## src/rtl/flag_register_stack.sv

```systemverilog
// flag_register_stack: ALU condition-flag register with a small save/restore
// stack. All state updates happen on the falling edge of clock.
// Optional feature: define FLAG_STACK_ERR_EN to enable the sticky stack_err
// indicator for illegal push/pop (push while full, pop while empty). When the
// macro is undefined, stack_err is tied to 0 and err_clr is ignored.
module flag_register_stack #(
    parameter int NFLAGS = 4,
    parameter int DEPTH  = 4,
    parameter int CW     = $clog2(DEPTH + 1)
) (
    input  logic              clock,
    input  logic              reset,
    input  logic [NFLAGS-1:0] flags_in,
    input  logic [NFLAGS-1:0] flag_we,
    input  logic              update,
    input  logic              push,
    input  logic              pop,
    input  logic              err_clr,
    output logic [NFLAGS-1:0] flags_out,
    output logic [CW-1:0]     count,
    output logic              empty,
    output logic              full,
    output logic              stack_err
);

    // Index width for the stack array; kept at least 1 bit for DEPTH=1.
    localparam int AW = (DEPTH > 1) ? $clog2(DEPTH) : 1;

    logic [NFLAGS-1:0] stack [DEPTH];
    logic [NFLAGS-1:0] flags_q;
    logic [NFLAGS-1:0] flags_d;
    logic [CW-1:0]     count_q;
    logic [CW-1:0]     count_d;
    logic [AW-1:0]     wr_idx;
    logic [AW-1:0]     rd_idx;
    logic              push_ok;
    logic              pop_ok;
    logic              bad_op;

    // Occupancy decodes are purely combinational; count never wraps.
    assign empty  = (count_q == '0);
    assign full   = (count_q == CW'(DEPTH));

    // Simultaneous push+pop cancels out; illegal operations are dropped.
    assign push_ok = push & ~pop & ~full;
    assign pop_ok  = pop & ~push & ~empty;
    assign bad_op  = (push & ~pop & full) | (pop & ~push & empty);

    assign wr_idx = AW'(count_q);
    assign rd_idx = AW'(count_q - CW'(1));

    // Next flags and occupancy: a legal pop restores and discards any update.
    always_comb begin
        // NOTE: every combinational output gets a default first so no path
        // leaves it unassigned, which would otherwise infer a latch.
        flags_d = flags_q;
        count_d = count_q;
        if (pop_ok) begin
            flags_d = stack[rd_idx];
            count_d = count_q - CW'(1);
        end else begin
            if (update) begin
                flags_d = (flags_q & ~flag_we) | (flags_in & flag_we);
            end
            if (push_ok) begin
                count_d = count_q + CW'(1);
            end
        end
    end

    // Flag register and occupancy counter, cleared asynchronously.
    always_ff @(negedge clock or posedge reset) begin
        // NOTE: sequential state uses non-blocking assignments so every
        // register samples pre-edge values regardless of statement order.
        if (reset) begin
            flags_q <= '0;
            count_q <= '0;
        end else begin
            flags_q <= flags_d;
            count_q <= count_d;
        end
    end

    // Stack storage captures the pre-edge flags on a legal push.
    always_ff @(negedge clock) begin
        // NOTE: the stack array has no reset; entries above count are never
        // read, so clearing them would only cost reset fan-out.
        if (push_ok) begin
            stack[wr_idx] <= flags_q;
        end
    end

`ifdef FLAG_STACK_ERR_EN
    logic err_q;

    // Sticky error: a new illegal operation wins over a same-edge clear.
    always_ff @(negedge clock or posedge reset) begin
        if (reset) begin
            err_q <= 1'b0;
        end else if (bad_op) begin
            err_q <= 1'b1;
        end else if (err_clr) begin
            err_q <= 1'b0;
        end
    end

    assign stack_err = err_q;
`else
    // Feature disabled: illegal operations are still dropped, never flagged.
    logic unused_err_inputs;
    assign unused_err_inputs = err_clr | bad_op;
    assign stack_err         = 1'b0;
`endif

    assign flags_out = flags_q;
    assign count     = count_q;

endmodule

```

## config.mk

```make
export PLATFORM = sky130hd
export DESIGN_NAME = flag_register_stack
export DESIGN_NICKNAME = d
export VERILOG_FILES = /design/src/rtl/flag_register_stack.sv
export SDC_FILE = /design/constraint.sdc
export NUM_CORES = 1
export LEC_CHECK = 0
export BUFFER_PORTS_ARGS = -buffer_cell sky130_fd_sc_hd__buf_2
export CAP_MARGIN = 10
export CORE_AREA = 5 5 62 47
export DETAILED_ROUTE_END_ITERATION = 12
export DIE_AREA = 0 0 67 52
export PLACE_DENSITY = 0.7
export SYNTH_ARGS = -nofsm -noshare
export SYNTH_HDL_FRONTEND = slang
export SYNTH_SLANG_ARGS = --single-unit
export TNS_END_PERCENT = 20
```

## constraint.sdc

```tcl
create_clock -name clock -period 4.3 [get_ports clock]
set_input_delay 0.43 -clock clock [delete_from_list [all_inputs] [get_ports clock]]
set_output_delay 0.43 -clock clock [all_outputs]
set_load 0.1 [all_outputs]
```

# Word-level counts from Yosys, hierarchy flattened
# Memory sizes are Yosys's and may differ from the RTL's.
# Cells that the tools add are included.
# Widths: inputs -> output; s select.
# totals
ram_bits	16
input_bits	14
word_cells	27
output_inout_bits	10
regBits	7
memories	1
# memory_table
name	words	width	read_ports	rd_clocked_by_memory_dff	wr	line	text
stack	4	4	1	0	1	29	logic [NFLAGS-1:0] stack [DEPTH];
# classes
bitwise_logic	12
n_reduce_logical	3
n_eq_ne	1
n_addsub	2
mux	6
# ops
op	n
$and 4x4->4	2
$mux 4	2
$mux 3	2
$and 1x1->1	4
$not 1->1	4
$not 4->4	1
$or 4x4->4	1
$reduce_bool 2->1	2
$add 3x1->3 const B	1
$eq 3x3->1 const B	1
$logic_not 3->1	1
$sub 3x1->3 const B	1
$mux 1	2

# Longest topological paths before layout
# depth
depth_word	5
mapped_depth	9
mapped_depth_nobuf	7

==> results.sh <==
export IMPL_status="finished clean"
export IMPL_viasPerCell=4.697
export IMPL_synth_seq_cells=23
export IMPL_start_kind="flop"
export IMPL_wl_per_cell_um=13.74
export IMPL_skew_ps=70.15
export IMPL_cts_repair_resized=0
export IMPL_criticalPathCategory="reg -> out"
export IMPL_synth_top_cell_area_share=0.4455
export IMPL_grt_total_usage=0.1346
export IMPL_synth_common_cells="16 x edfxtp_1, 8 x nand2_1, 7 x dfrtn_1"
export IMPL_nets=131
export IMPL_ys_warn_count=0
export IMPL_clk_pin_slew_worst_paths_ps=90
export IMPL_ys_seq_area_frac=0.6079
export IMPL_cts_max_level=1
export IMPL_cp_required_ps=3870
export IMPL_grt_max_degree=14
export IMPL_synth_area_leaders="edfxtp_1 45%, dfrtn_1 16%, mux4_2 8.4%"
export IMPL_r2r_start="count[1]"
export IMPL_dpl_cell_area_um2=1229
export IMPL_ctsHoldBuffers=0
export IMPL_ys_types=26
export IMPL_cts_made_buffers=3
export IMPL_initial_utilization=0.4672
export IMPL_tns_ps=0
export IMPL_die_height_um=52
export IMPL_rsz0062_at_grt="no"
export IMPL_cts_tree="yes"
export IMPL_endpoint_kind="output port"
export IMPL_grt_pass1_vias=697
export IMPL_wirelength_um=1993
export IMPL_cts_path_max_buffers=2
export IMPL_die_area_um2=3484
export IMPL_synth_top_flop_cell="edfxtp_1"
export IMPL_drtPass1Iterations=4
export IMPL_yosysTopAreaCell="edfxtp_1"
export IMPL_arrival_ps=3700
export IMPL_timing_rr_end="count[1]"
export IMPL_min_delay_start="count[2]"
export IMPL_cts_setup_buffers=0
export IMPL_slew_violations=0
export IMPL_synth_area_um2=1079
export IMPL_clock_sinks=23
export IMPL_io_pins=24
export IMPL_syn_inst=73
export IMPL_dp_cells=126
export IMPL_synth_edff_count=16
export IMPL_startpoint="count[1]"
export IMPL_setup_viol=0
export IMPL_instances_no_fill=145
export IMPL_grt_remaining_overflow=0
export IMPL_hold_path_class="reg -> reg"
export IMPL_synth_most_common_cell="edfxtp_1"
export IMPL_rr_worst_depth=7
export IMPL_synth_async_sr_flop_share=0.3043
export IMPL_cts_root_buf="clkbuf_4"
export IMPL_dieWidth_um=67
export IMPL_avgSynthCellArea_um2=14.77
export IMPL_syn_to_final_growth_pct=21.93
export IMPL_drcViolationCount=0
export IMPL_max_cap_viol_count=0
export IMPL_drt_iter0_drc=37
export IMPL_worstHoldPathCells=1
export IMPL_vias=681
export IMPL_drive_above_1_share=0.3604
export IMPL_clock_latency_ps=380
export IMPL_final_design_area_no_fill_um2=1315
export IMPL_antenna_cells=0
export IMPL_antenna_found_initial=0
export IMPL_core_area_um2=2308
export IMPL_io_buffers=21
export IMPL_r2r_slack_ps=2500
export IMPL_worstPathMaxFanout=4
export IMPL_num_rows=15
export IMPL_fillers=200
export IMPL_finalHoldViolCount=0
export IMPL_place_congestion=0.7442
export IMPL_drtAntennaViolNets=0
export IMPL_grt_pass1_wl_um=3277
export IMPL_synth_nets=92
export IMPL_min_to="count[2]"
-- cell usage in the layout, fill, tap and decap left out --
cell type,Yosys,layout
o21ai_1,1,1
o21ai_0,3,3
nor3b_4,1,1
or2_1,1,1
clkinvlp_4,0,1
nand2b_4,1,1
xnor2_1,2,2
nor2_1,2,2
and2_1,3,3
buf_4,1,1
nor2_2,1,1
mux2_2,1,1
clkbuf_4,0,3
nand2b_1,1,1
a211oi_1,1,1
a22oi_2,1,1
inv_2,1,1
inv_4,0,2
edfxtp_1,16,16
dfrtn_1,7,7
mux4_2,4,4
inv_1,4,17
and2_4,0,1
mux2i_1,4,4
conb_1,1,1
ha_4,0,1
ha_1,5,4
buf_2,1,21
nand2_1,8,8
-- cell families (layout without fill, tap and decap cells) --
kind of cell / Yosys count / count (layout) / share of synthesized area
adder cells (fa/ha/maj): 5 / 5 / 0.05800
AND/OR/NAND/NOR: 19 / 19 / 0.1067
other: 1 / 1 / 0.003477
multiplexers: 9 / 9 / 0.1311
buffers and inverters: 8 / 46 / 0.03943
XOR/XNOR: 2 / 2 / 0.01624
AO/OA/AOI/OAI: 6 / 6 / 0.03712
flip-flops: 23 / 23 / 0.6079
-- worst max-delay path by stage --
stage / to
6_report: full
5_1_grt: full
4_1_cts: full
3_5_place_dp: full
3_3_place_gp: full
2_1_floorplan: full
-- worst max-delay path, stage by stage (launching register included) --
cell     delay [ps]
dfrtn_1         410
inv_2           120
ha_4            150
and2_4          140
buf_2           420
-- per-stage QoR --
step | utilization | hold WS, ps | setup slack [ps]
after CTS | 0.5696 | 474.3 | 153.3
after global placement | 0.5322 | 455.2 | 537.6
after global routing | 0.5696 | 497.1 | 100.6
after floorplan | - | 532.0 | -0.9353
after detailed placement | 0.5322 | 473.6 | 512.6
final | 0.5696 | 464.6 | 166.1
-- layout make-up --
| type | instances | area, um^2 | area share |
|---|---|---|---|
| timing repair buffer | 22 | 112.6 | 0.08563 |
| inverter | 4 | 20.02 | 0.01522 |
| sequential | 23 | 655.6 | 0.4986 |
| clock inverter | 17 | 67.56 | 0.05138 |
| clock buffer | 3 | 22.52 | 0.01713 |
| tap | 34 | 42.54 | 0.03235 |
| multi-input combinational | 42 | 394.1 | 0.2997 |
-- metal layers --
layer / part of all wire / vias to the layer above / track usage
li1: - / 331 / -
met1: 0.40 / 330 / 0.1657
met2: 0.52 / 18 / 0.2284
met3: 0.075 / 2 / 0.05184
met4: 0.0040 / 0 / 0.02020
met5: 0 / - / 0
Power is left out: the tool's default activity adds up to more than one toggle a clock period on the data nets, which glitch-free logic cannot reach.
